$ cat config.mk
export PLATFORM = sky130hd
export DESIGN_NAME = vote_session_ctrl
export DESIGN_NICKNAME = d
export VERILOG_FILES = /design/src/rtl/vote_pkg.sv /design/src/rtl/vote_tick_counter.sv /design/src/rtl/vote_session_ctrl.sv
export SDC_FILE = /design/constraint.sdc
export NUM_CORES = 1
export LEC_CHECK = 0
export BUFFER_PORTS_ARGS = -buffer_cell sky130_fd_sc_hd__buf_4
export CAP_MARGIN = 20
export CORE_UTILIZATION = 50
export CTS_CLUSTER_SIZE = 12
export DETAILED_ROUTE_END_ITERATION = 10
export GPL_TIMING_DRIVEN = 0
export PLACE_DENSITY_LB_ADDON = 0.05
export SLEW_MARGIN = 0
export SYNTH_ARGS = -nofsm -noshare
export SYNTH_HDL_FRONTEND = slang
export SYNTH_SLANG_ARGS = --single-unit
$ cat constraint.sdc
create_clock -name clk -period 3.1 [get_ports clk]
set_input_delay 0.465 -clock clk [delete_from_list [all_inputs] [get_ports clk]]
set_output_delay 0.465 -clock clk [all_outputs]
set_load 0.01 [all_outputs]
$ cat src/rtl/vote_pkg.sv
// rtl/vote_pkg.sv - shared types and constants for the polling booth controller
// Purpose: booth state encoding, one-hot candidate codes, candidate count and
//          the one-hot button check used by the session controller.
// Ports:   none (package).
package vote_pkg;

    typedef enum logic [2:0] {
        S_IDLE,
        S_READY,
        S_DEBOUNCE,
        S_LOG,
        S_RELEASE,
        S_RESULT
    } vote_state_t;

    localparam int NUM_CAND = 4;

    localparam logic [3:0] CAND1 = 4'b0001;
    localparam logic [3:0] CAND2 = 4'b0010;
    localparam logic [3:0] CAND3 = 4'b0100;
    localparam logic [3:0] CAND4 = 4'b1000;

    // A press is a valid choice only when exactly one candidate button is down.
    function automatic logic is_onehot4(input logic [3:0] v);
        return (v == CAND1) || (v == CAND2) || (v == CAND3) || (v == CAND4);
    endfunction

endpackage

$ cat src/rtl/vote_tick_counter.sv
// rtl/vote_tick_counter.sv - clearable cycle counter with terminal-count flag
// Purpose: counts enabled cycles 0..MAX-1 and wraps; tc is high while the count
//          sits at MAX-1, so an enabled cycle with tc set is the MAX-th one.
// Ports:   clk    in  system clock
//          rst    in  asynchronous active-high reset
//          clear  in  synchronous clear to 0 (wins over enable)
//          enable in  advance the count this cycle
//          tc     out count == MAX-1
module vote_tick_counter #(
    parameter int unsigned MAX = 4
) (
    input  logic clk,
    input  logic rst,
    input  logic clear,
    input  logic enable,
    output logic tc
);

    localparam int W = (MAX > 1) ? $clog2(MAX) : 1;

    logic [W-1:0] cnt;

    assign tc = (cnt == W'(MAX - 1));

    always_ff @(posedge clk or posedge rst) begin
        if (rst) begin
            cnt <= '0;
        end else if (clear) begin
            cnt <= '0;
        end else if (enable) begin
            cnt <= tc ? '0 : cnt + 1'b1;
        end
    end

endmodule

$ cat src/rtl/vote_session_ctrl.sv
// rtl/vote_session_ctrl.sv - polling booth session sequencer in front of the vote logger
// Purpose: arms one vote per officer arm edge, debounces the one-hot candidate
//          button, strobes vote_logged/candidate for one cycle, and rotates the
//          result display while the poll is closed.
// Optional feature: define VOTE_TIMEOUT_EN to disarm a voter who takes longer
//          than TIMEOUT_CYCLES armed cycles (timeout pulse, back to IDLE).
// Ports:   clk           in   system clock
//          reset_all     in   asynchronous active-high reset
//          arm           in   officer enable level, rising edge arms one vote
//          close_poll    in   1 = poll closed / results
//          button[3:0]   in   voter buttons, one-hot = valid choice
//          vote_logged   out  one-cycle strobe to logger
//          candidate[3:0]out  one-hot choice while vote_logged, else 0
//          mode          out  1 while showing results
//          ready         out  booth armed, awaiting a choice
//          invalid_press out  one-cycle pulse on a multi-hot press
//          timeout       out  one-cycle pulse when the armed window expires
//          result_sel[1:0]out candidate index shown in results
//          votes_cast[7:0]out votes issued since reset, saturating
module vote_session_ctrl
    import vote_pkg::*;
#(
    parameter int unsigned DEB_CYCLES     = 4,
    parameter int unsigned DISP_CYCLES    = 8,
    parameter int unsigned TIMEOUT_CYCLES = 1000
) (
    input  logic       clk,
    input  logic       reset_all,
    input  logic       arm,
    input  logic       close_poll,
    input  logic [3:0] button,
    output logic       vote_logged,
    output logic [3:0] candidate,
    output logic       mode,
    output logic       ready,
    output logic       invalid_press,
    output logic       timeout,
    output logic [1:0] result_sel,
    output logic [7:0] votes_cast
);

    vote_state_t state, state_n;
    logic [3:0]  cap, cap_n;
    logic        arm_q;
    logic        inv_n, to_n;
    logic        deb_tc, disp_tc;
    logic        armed, btn_match, to_fire;

    assign armed     = (state == S_READY) || (state == S_DEBOUNCE);
    assign btn_match = (button == cap);

    // Zero-length windows are meaningless; such a build leaves this marker
    // block in the hierarchy.
    if (DEB_CYCLES < 1 || DISP_CYCLES < 1 || TIMEOUT_CYCLES < 1) begin : g_bad_param_cfg
    end

    // Held at zero outside DEBOUNCE so each new capture starts from a fresh count.
    vote_tick_counter #(.MAX(DEB_CYCLES)) u_deb_cnt (
        .clk    (clk),
        .rst    (reset_all),
        .clear  (state != S_DEBOUNCE),
        .enable ((state == S_DEBOUNCE) && btn_match),
        .tc     (deb_tc)
    );

    vote_tick_counter #(.MAX(DISP_CYCLES)) u_disp_cnt (
        .clk    (clk),
        .rst    (reset_all),
        .clear  (state != S_RESULT),
        .enable (state == S_RESULT),
        .tc     (disp_tc)
    );

`ifdef VOTE_TIMEOUT_EN
    logic to_tc;

    // Counts every armed cycle from the first READY cycle; bouncing between
    // READY and DEBOUNCE does not restart the window.
    vote_tick_counter #(.MAX(TIMEOUT_CYCLES)) u_to_cnt (
        .clk    (clk),
        .rst    (reset_all),
        .clear  (!armed),
        .enable (armed),
        .tc     (to_tc)
    );

    assign to_fire = armed && to_tc;
`else
    assign to_fire = 1'b0;
`endif

    always_comb begin
        state_n = state;
        cap_n   = cap;
        inv_n   = 1'b0;
        to_n    = 1'b0;
        // Closing the poll preempts everything except a strobe already in flight.
        if (close_poll && (state != S_LOG) && (state != S_RESULT)) begin
            state_n = S_RESULT;
        end else begin
            case (state)
                S_IDLE: begin
                    if (arm && !arm_q) begin
                        state_n = S_READY;
                    end
                end
                S_READY: begin
                    if (is_onehot4(button)) begin
                        cap_n   = button;
                        state_n = S_DEBOUNCE;
                    end else if (button != 4'b0000) begin
                        inv_n = 1'b1;
                    end
                end
                S_DEBOUNCE: begin
                    if (!btn_match) begin
                        state_n = S_READY;
                    end else if (deb_tc) begin
                        state_n = S_LOG;
                    end
                end
                S_LOG: begin
                    state_n = close_poll ? S_RESULT : S_RELEASE;
                end
                S_RELEASE: begin
                    if (button == 4'b0000) begin
                        state_n = S_IDLE;
                    end
                end
                S_RESULT: begin
                    if (!close_poll) begin
                        state_n = S_IDLE;
                    end
                end
                default: begin
                    state_n = S_IDLE;
                end
            endcase
            // A vote completing on the expiry cycle still goes through.
            if (to_fire && (state_n != S_LOG)) begin
                state_n = S_IDLE;
                inv_n   = 1'b0;
                to_n    = 1'b1;
            end
        end
    end

    // Outputs are loaded from the next state so they line up with the state
    // they describe and come straight from flops.
    always_ff @(posedge clk or posedge reset_all) begin
        if (reset_all) begin
            state         <= S_IDLE;
            cap           <= 4'b0000;
            arm_q         <= 1'b0;
            vote_logged   <= 1'b0;
            candidate     <= 4'b0000;
            mode          <= 1'b0;
            ready         <= 1'b0;
            invalid_press <= 1'b0;
            timeout       <= 1'b0;
            result_sel    <= 2'd0;
            votes_cast    <= 8'd0;
        end else begin
            state         <= state_n;
            cap           <= cap_n;
            arm_q         <= arm;
            vote_logged   <= (state_n == S_LOG);
            candidate     <= (state_n == S_LOG) ? cap_n : 4'b0000;
            mode          <= (state_n == S_RESULT);
            ready         <= (state_n == S_READY) || (state_n == S_DEBOUNCE);
            invalid_press <= inv_n;
            timeout       <= to_n;
            if (state_n != S_RESULT) begin
                result_sel <= 2'd0;
            end else if ((state == S_RESULT) && disp_tc) begin
                result_sel <= (result_sel == 2'(NUM_CAND - 1)) ? 2'd0 : result_sel + 2'd1;
            end
            if ((state_n == S_LOG) && (votes_cast != 8'hFF)) begin
                votes_cast <= votes_cast + 8'd1;
            end
        end
    end

endmodule

==> results of run 1 <==
worst max path at each step:
stage	to	slack (ns)	depth (start not counted)	from
after floorplan	votes_cast[1]	1.07	6	button[2]
after global placement	votes_cast[6]	0.88	6	button[0]
after detailed placement	votes_cast[1]	0.88	6	button[0]
after CTS	votes_cast[1]	1.05	6	state[0]
after global routing	votes_cast[6]	0.96	5	cap[0]
final	votes_cast[1]	1.06	6	state[2]
registers in the layout (all words and copies together), names as in the netlist:
register	flops
invalid_press	1
votes_cast	8
ready	1
u_deb_cnt.cnt	2
cap	4
vote_logged	1
result_sel	2
state	3
mode	1
candidate	4
u_disp_cnt.cnt	3
arm_q	1
where the power goes:
group	internal [mW]	switching (mW)	total (mW)	leakage, nW
logic	0.188	0.210	0.398	0.500
clock network	0.0843	0.139	0.224	0.0347
registers	0.472	0.0433	0.515	0.412
total	0.744	0.393	1.14	0.947
per-stage QoR:
stage	area, sq um	worst slack, ns
2_1_floorplan	1650	1.07
4_1_cts	1950	1.05
5_1_grt	1950	0.956
6_report	1950	1.06
3_3_place_gp	1870	0.882
3_5_place_dp	1900	0.882
worst register-to-register path, stage by stage (launching register included):
cell	delay [ns]
dfrtp_1	0.37
buf_4	0.16
xnor2_1	0.14
o21ai_1	0.33
nand2_1	0.27
a211oi_2	0.35
mux2_4	0.32
kinds of logic after synthesis:
logic type / synth area share (%)
adder cells (fa/ha/maj): 3.80
XOR/XNOR: 6.39
flip-flops: 47.1
buffers and inverters: 4.11
AO/OA/AOI/OAI: 13.9
other: 0.228
multiplexers: 6.46
AND/OR/NAND/NOR: 17.9
metal layers:
layer | vias to the layer above | GRT usage [%] | share of wire, %
li1 | 544 | - | -
met1 | 530 | 23.8 | 47
met2 | 21 | 30.2 | 47
met3 | 7 | 4.15 | 3.4
met4 | 0 | 9.86 | 1.9
met5 | - | 0 | 0
cell type report:
cell class | instances | area [sq um] | share of cell area (%)
multi-input cells | 92 | 802 | 41.1
flip-flops and latches | 31 | 776 | 39.7
repair buffers | 24 | 200 | 10.2
well taps | 44 | 55.1 | 2.82
plain buffers | 6 | 52.6 | 2.69
clock buffers | 5 | 37.5 | 1.92
clock inverters | 3 | 15.0 | 0.769
inverters | 4 | 15.0 | 0.769
cells in the final DEF (no fill, tap or decap), drive strengths merged, types with 2 or more instances in the layout:
| cell type | Yosys | routed |
|---|---|---|
| a2111oi | 4 | 4 |
| nand4 | 3 | 3 |
| a211oi | 6 | 6 |
| xor2 | 7 | 7 |
| nand2b | 2 | 2 |
| and2 | 4 | 4 |
| or2b | 2 | 2 |
| or3 | 2 | 2 |
| a21oi | 3 | 3 |
| nor4b | 3 | 3 |
| or2 | 2 | 2 |
| buf | 5 | 29 |
| nor3 | 4 | 4 |
| clkbuf | 1 | 6 |
| inv | 4 | 4 |
| mux2i | 2 | 2 |
| nor2 | 6 | 6 |
| dfrtp | 31 | 31 |
| ha | 5 | 5 |
| mux2 | 6 | 6 |
| xnor2 | 5 | 5 |
| clkinv | 0 | 3 |
| nand2 | 5 | 5 |
| nand3 | 7 | 7 |
| and4 | 2 | 2 |
==> flow_metrics.tcl, run 1 <==
set metrics [dict create \
    first_pass_iters 4 \
    cts_buffer_depth 2 \
    yosysSeqAreaShare_pct 47.1 \
    setup.worst_path.start_class "register" \
    vias_per_cell 5.27 \
    tns_ns 0 \
    arrival_ns 2.26 \
    utilization_pct 63.5 \
    gr-total-overflow 0 \
    crit_type "register to register" \
    tightest_slew_ns 0.601 \
    fin_cells 209 \
    synth-seq-cells 31 \
    drive_above_1_share_pct 35.2 \
    power_density_nw_per_um2 582 \
    io_pins 27 \
    drc_errors 0 \
    synth_top_area_share_pct 47.1 \
    wl_per_cell_um 13.3 \
    n_antenna_cell 0 \
    die_x_um 59.4 \
    cts_buffers 5 \
    synth_common_cells "31 x dfrtp_1, 7 x nand3_1, 7 x xor2_1, 6 x nor2_1" \
    synth_top_area_cell "dfrtp_1" \
    floorplan.initialDensity_pct 53.5 \
    rows 20 \
    dieArea_sq_um 3520 \
    max_freq_ghz 0.490 \
    grt_max_degree 22 \
    required_ns 3.32 \
    hold_class "input port to async pin" \
    cts.hold.buffers_added 0 \
    port_buffers 23 \
    place_inst 201 \
    netlist_instances 133 \
    p_total_mw 1.14 \
    syn-num-nets 146 \
    antenna_found_initial 0 \
    clk_latency_ns 0.32 \
    power.leakage_nw 0.947 \
    synth_area_sq_um 1650 \
    place_hpwl_um 2040 \
    max_stage_delay_ns 0.37 \
    synth_area_leaders "dfrtp_1 47%, mux2_4 4.6%, ha_1 3.8%" \
    slowest_stage "dfrtp_1" \
    ant_nets 0 \
    hold_violations 0 \
    crit_fanout 10 \
    crit_chain "buf_4 > xnor2_1 > o21ai_1 > nand2_1 > a211oi_2 > mux2_4" \
    async_flop_share_pct 100 \
    syn_to_final_growth_pct 18.7 \
    synthFlopType "dfrtp_1" \
    die_h_um 59.4 \
    routed-via-count 1102 \
    grt_setup_unrepaired "false" \
    reg2reg_from "state[2]" \
    yosys.cell_count.top_type "dfrtp_1" \
    skew_ns 0.0102 \
    rr_worst_depth 6 \
    clkSlewWorstSetupHoldPaths_ns 0.10 \
    status "completed" \
    h-tree-depth 2 \
    place.gp.congestion 0.771 \
    fin_crit_sh_pct 65.8 \
    maxCapViolations 0 \
    cp_num_buf_inv 1 \
    r2r-end "votes_cast[1]" \
    root_buffer "clkbuf_4" \
    ir_drop_mv 0.320 \
    wl_um 2780 \
    cts_resized 0 \
    grt_pass1_vias 1109 \
    cts.sinks 31 \
    n_fill_cell 257 \
    synth_cell_types 43 \
    grtUsageTotal_pct 18.8 \
    setup_viol 0 \
    finalMaxSlewViolations 0 \
    dr.first_iter.drc_count 45 \
    avgSynthCellArea_sq_um 12.4 \
    post-cts-setup-buffer-count 0 \
    grt_pass1_wl_um 4810 \
    synth_edf_count 0 \
    period_minus_slack_ns 2.04 \
    slew_headroom_pct 59.9 \
    holdWs_ns 0.159 \
    nets 177 \
    yosysWarningCount 0 \
    cp_top_family "compound AO/OA/AOI/OAI gates" \
    rrSetupSlack_ns 1.06 \
    cp-end-kind "register" \
    cts_tree "done" \
    core_sq_um 3080 \
]
Note: power is estimated with default switching activity, not from simulation.
==> inputs of run 2 (changes only) <==
--- a/config.mk
+++ b/config.mk
@@ -5,9 +5,10 @@
 export SDC_FILE = /design/constraint.sdc
 export NUM_CORES = 1
 export LEC_CHECK = 0
+export ABC_AREA = 1
 export BUFFER_PORTS_ARGS = -buffer_cell sky130_fd_sc_hd__buf_4
 export CAP_MARGIN = 20
-export CORE_UTILIZATION = 50
+export CORE_UTILIZATION = 49
 export CTS_CLUSTER_SIZE = 12
 export DETAILED_ROUTE_END_ITERATION = 10
 export GPL_TIMING_DRIVEN = 0
==> constraint.sdc (replaced) <==
create_clock -name clk -period 1.8 [get_ports clk]
set_input_delay 0.27 -clock clk [delete_from_list [all_inputs] [get_ports clk]]
set_output_delay 0.27 -clock clk [all_outputs]
set_load 0.01 [all_outputs]
==> flow_metrics.tcl, run 2 <==
set metrics [dict create \
    status "completed" \
    dp_slack_ns -0.0641 \
    syn_to_final_growth_pct 23.5 \
    clk_latency_ns 0.33 \
    n_antenna_cell 0 \
    cts_buffer_depth 2 \
    arrival_ns 1.87 \
    hold_class "input port to async pin" \
    grt_most_used_layer "met2" \
    grtUsageTotal_pct 21.2 \
    synth-seq-cells 31 \
    max_freq_ghz 0.610 \
    crit_chain "ha_1 > and3_1 > nand3_1 > nor2_1 > nand2_2 > nand4_1 > buf_4 > nand2_1 > nand2_1" \
    slowest_stage "dfrtp_1" \
    slew_headroom_pct 56.8 \
    synth_area_sq_um 1590 \
    largest_reg_flops 8 \
    grt_pass1_wl_um 5380 \
    top_register "votes_cast" \
    mostFrequentLayoutCells "57 x nand2_1, 32 x buf_4, 31 x dfrtp_1, 22 x inv_1, 17 x nor2_1" \
    rrSetupSlack_ns 0.16 \
    synth_area_leaders "dfrtp_1 49%, nand2_1 14%, nand4_1 5.5%" \
    rr_worst_depth 9 \
    synth_compound_area_share_pct 4.32 \
    root_buffer "clkbuf_4" \
    holdWs_ns 0.0184 \
    required_ns 2.03 \
    place_hpwl_um 2300 \
    gr-total-overflow 0 \
    crit_type "register to register" \
    final_common_cell "nand2_1" \
    synth_cell_types 26 \
    drive_above_1_share_pct 25.3 \
    dieArea_sq_um 3490 \
    setup.worst_path.start_class "register" \
    nets 246 \
    power.leakage_nw 1.12 \
    reg2reg_from "votes_cast[0]" \
    h-tree-depth 2 \
    maxCapViolations 0 \
    synthMuxAreaShare_pct 0 \
    synth-xor-area-share_pct 2.75 \
    fin_crit_sh_pct 91.0 \
    cts_tree "done" \
    synth_top_area_cell "dfrtp_1" \
    yosysSeqAreaShare_pct 48.7 \
    top_regs "votes_cast (8), candidate (4), cap (4)" \
    ir_drop_mv 0.572 \
    floorplan.initialDensity_pct 51.8 \
    first_pass_iters 4 \
    vias_per_cell 4.88 \
    power_density_nw_per_um2 1100 \
    wl_um 3120 \
    tightest_slew_ns 0.647 \
    cp-end-kind "register" \
    setup_ws_ns 0.162 \
    yosys.area_share.simple_pct 32.3 \
    grt_setup_unrepaired "false" \
    antenna_found_initial 0 \
    synth_fa_ha_area_share_pct 3.92 \
    skew_ns 0.00678 \
    crit_path_frequent_cell "nand2_1" \
    dr.first_iter.drc_count 27 \
    grt_max_degree 18 \
    wl_per_cell_um 11.2 \
    grt_use_met3_pct 6.77 \
    ant_nets 0 \
    max_stage_delay_ns 0.44 \
    finalMaxSlewViolations 0 \
    r2r-end "votes_cast[5]" \
    port_buffers 25 \
    cts_buffers 5 \
    tns_ns 0 \
    yosysWarningCount 0 \
    clkSlewWorstSetupHoldPaths_ns 0.10 \
    p_total_mw 2.16 \
    syn-num-nets 207 \
    io_pins 27 \
    multiInputGateArea_sq_um 696 \
    routed-via-count 1351 \
    rows 20 \
    synth_edf_count 0 \
    synthFlopType "dfrtp_1" \
    cp_num_buf_inv 1 \
    die_h_um 59.0 \
    hold_violations 0 \
    synth_common_cells "58 x nand2_1, 31 x dfrtp_1, 22 x inv_1, 17 x nor2_1, 14 x nand4_1" \
    core_sq_um 3080 \
    netlist_instances 194 \
    drc_errors 0 \
    cp_top_family "simple AND/OR/NAND/NOR gates" \
    setup_viol 0 \
    seq_area_sq_um 776 \
    met2_usage_pct 33.3 \
    yosys.cell_count.top_type "nand2_1" \
    synth_top_area_share_pct 48.7 \
    cts.sinks 31 \
    crit_fanout 5 \
    die_x_um 59.0 \
    avgSynthCellArea_sq_um 8.22 \
    grt_pass1_vias 1236 \
    synth_top_family_by_area "simple AND/OR/NAND/NOR gates" \
    period_minus_slack_ns 1.64 \
    n_fill_cell 283 \
    use_met1_pct 27.8 \
    place.gp.congestion 0.800 \
    async_flop_share_pct 100 \
]
## run 2: cell type report
cell class	instances	share of cell area, %
Tap cell	44	2.80
Multi-Input combinational cell	131	35.3
Buffer	2	0.572
Clock buffer	6	2.61
Sequential cell	31	39.4
Clock inverter	1	0.254
Timing Repair Buffer	32	13.2
Inverter	30	5.79
## run 2: how the worst max path moves through the flow
| stage | cells past startpoint | end | from |
|---|---|---|---|
| global placement | 8 | votes_cast[5] | votes_cast[0] |
| finish | 9 | votes_cast[5] | votes_cast[0] |
| CTS | 9 | votes_cast[5] | votes_cast[0] |
| global route | 11 | votes_cast[7] | cap[1] |
| floorplan | 8 | votes_cast[2] | votes_cast[0] |
| detailed placement | 8 | votes_cast[4] | votes_cast[0] |
## run 2: logic make-up after synthesis
family / after synthesis
XOR/XNOR: 5
buffers and inverters: 32
flip-flops: 31
AND/OR/NAND/NOR: 110
other: 1
adder cells (fa/ha/maj): 5
AO/OA/AOI/OAI: 10
## run 2: metrics by stage
step / instance area, sq um / utilization [%] / cells
after floorplan: 1590 / - / 194
after global placement: 1840 / 59.7 / 263
after detailed placement: 1860 / 60.6 / 264
after CTS: 1930 / 62.7 / 272
after global routing: 1970 / 63.9 / 277
final: 1970 / 63.9 / 277
## run 2: routing by layer
layer	vias to the layer above	wire length (um)
met1	625	1490
met5	-	0
li1	699	-
met2	22	1450
met4	0	40
met3	5	129
## run 2: report_power, final
| part | internal (mW) | switching (mW) | leakage, nW |
|---|---|---|---|
| Combinational | 0.297 | 0.479 | 0.677 |
| Sequential | 0.840 | 0.126 | 0.405 |
| Clock | 0.181 | 0.234 | 0.0341 |
| Total | 1.32 | 0.839 | 1.12 |
## run 2: timing repair
item | CTS | global route
gates resized for setup | 1 | 0
buffers inserted | 1 | 5
endpoints found under the setup margin | 5 | 9
endpoints found under the hold margin | 0 | 0
hold buffers | 0 | 0
pin swaps | 1 | 2
==> inputs of run 3 (changes only) <==
--- a/config.mk
+++ b/config.mk
@@ -9,10 +9,12 @@
 export BUFFER_PORTS_ARGS = -buffer_cell sky130_fd_sc_hd__buf_4
 export CAP_MARGIN = 20
 export CORE_UTILIZATION = 49
+export CTS_BUF_LIST = sky130_fd_sc_hd__clkbuf_4 sky130_fd_sc_hd__clkbuf_8 sky130_fd_sc_hd__clkbuf_16
 export CTS_CLUSTER_SIZE = 12
 export DETAILED_ROUTE_END_ITERATION = 10
 export GPL_TIMING_DRIVEN = 0
-export PLACE_DENSITY_LB_ADDON = 0.05
+export PLACE_DENSITY = 0.75
+export REMOVE_ABC_BUFFERS = 1
 export SLEW_MARGIN = 0
 export SYNTH_ARGS = -nofsm -noshare
 export SYNTH_HDL_FRONTEND = slang
==> flow_metrics.tcl, run 3 (synthesis results as in run 2) <==
set metrics [dict create \
    holdWs_ns 0.0511 \
    grt_max_degree 21 \
    setup_viol 0 \
    cp-end-kind "register" \
    cts_buffer_depth 2 \
    n_antenna_cell 0 \
    wl_per_cell_um 10.9 \
    maxCapViolations 0 \
    met2WireLength_um 1370 \
    gr-total-overflow 0 \
    slew_headroom_pct 64.1 \
    ant_nets 0 \
    die_h_um 59.0 \
    grt_pass1_vias 1196 \
    hold_violations 0 \
    clkSlewWorstSetupHoldPaths_ns 0.09 \
    max_freq_ghz 0.609 \
    arrival_ns 1.87 \
    place_inst 262 \
    drive_above_1_share_pct 25.3 \
    floorplan.initialDensity_pct 51.8 \
    die_x_um 59.0 \
    n_fill_cell 268 \
    grt_pass1_wl_um 5090 \
    fin_crit_sh_pct 91.3 \
    highest_layer "met4" \
    tightest_slew_ns 0.537 \
    met3_length_um 124 \
    wl_um 3010 \
    crit_type "register to register" \
    period_minus_slack_ns 1.64 \
    grtUsageTotal_pct 19.9 \
    nets 245 \
    rows 20 \
    root_buffer "clkbuf_4" \
    grt_setup_unrepaired "false" \
    power.leakage_nw 1.13 \
    top_regs "votes_cast (8), candidate (4), cap (4)" \
    core_sq_um 3080 \
    drc_errors 0 \
    first_pass_iters 4 \
    place_hpwl_um 2170 \
    syn_to_final_growth_pct 26.1 \
    port_buffers 25 \
    top_register "votes_cast" \
    cts_buffers 5 \
    mostFrequentLayoutCells "57 x nand2_1, 31 x dfrtp_1, 30 x buf_4, 22 x inv_1, 17 x nor2_1" \
    fin_cells 277 \
    setup.worst_path.start_class "register" \
    clk_latency_ns 0.33 \
    vias_per_cell 4.87 \
    largest_reg_flops 8 \
    status "completed" \
    crit_fanout 7 \
    skew_ns 0.00788 \
    dieArea_sq_um 3490 \
    dr.first_iter.drc_count 37 \
    hold_class "input port to register" \
    ir_drop_mv 0.883 \
    io_pins 27 \
    h-tree-depth 2 \
    cts_tree "done" \
    finalMaxSlewViolations 0 \
    final_common_cell "nand2_1" \
    wl_met1_um 1470 \
    routed-via-count 1348 \
    power_density_nw_per_um2 1140 \
    required_ns 2.02 \
    place.gp.congestion 0.787 \
    cts.sinks 31 \
    antenna_found_initial 0 \
]
-- run 3: cell types whose count changed in the layout (fill, tap and decap cells not counted), sizes merged --
cell,delta
buf,-1
bufinv,+1
clkbuf,-1
dlygate4sd3,+1
-- run 3: per-layer routing --
metal,track usage (%),vias up
met4,8.84,0
met1,25.1,618
met2,31.0,24
li1,-,699
met5,0,-
met3,6.99,7
-- run 3: worst paths after layout --
| check | from | endpoint | slack (ns) | cells past startpoint |
|---|---|---|---|---|
| setup / recovery | state[0] | votes_cast[6] | 0.16 | 6 |
| hold / removal | arm | arm_q | 0.05 | 1 |
| setup reg to reg | state[0] | votes_cast[6] | 0.16 | 6 |
| hold reg to reg | u_disp_cnt.cnt[0] | u_disp_cnt.cnt[0] | 0.44 | 1 |
| max in group asynchronous | reset_all | candidate[2] | 0.79 | 4 |
| min in group asynchronous | reset_all | votes_cast[7] | 0.52 | 3 |
-- run 3: power breakdown --
part           switching (mW)  total (mW)  internal [mW]
registers               0.122       0.962          0.841
logic                   0.470       0.770          0.301
clock network           0.235       0.563          0.328
-- run 3: cell type report --
class                   instances  area, sq um  area share (%)
well taps                      44         55.1            2.74
repair buffers                 33          283            14.1
clock inverters                 2         35.0            1.74
clock buffers                   6         51.3            2.55
inverters                      30          114            5.67
flip-flops and latches         31          776            38.6
multi-input cells             131          696            34.6
-- run 3: timing repair --
item | CTS | global route
setup buffers | 1 | 5
endpoints found under the setup margin | 5 | 6
cloned | 0 | 0
hold endpoints to repair | 11 | 0
pin swaps | 1 | 1
hold buffers | 1 | 0
gates resized for setup | 1 | 0
-- run 3: stage by stage --
stage	TNS [ns]	utilization, %	setup WS (ns)	area [sq um]	total power [mW]
floorplan	0	-	0.170	1580	1.48
global placement	-0.464	59.3	-0.0965	1830	1.68
detailed placement	-0.460	60.2	-0.103	1850	1.71
CTS	0	63.7	0.0745	1960	2.29
global route	0	65.3	0.0181	2010	2.48
finish	0	65.3	0.157	2010	2.30
-- run 3: critical path, cell delays in order (launching register included) --
cell,delay (ns)
dfrtp_1,0.48
nor3_2,0.31
nand3_2,0.17
a21oi_4,0.30
nand3_2,0.14
nand2_1,0.08
nand2_1,0.05
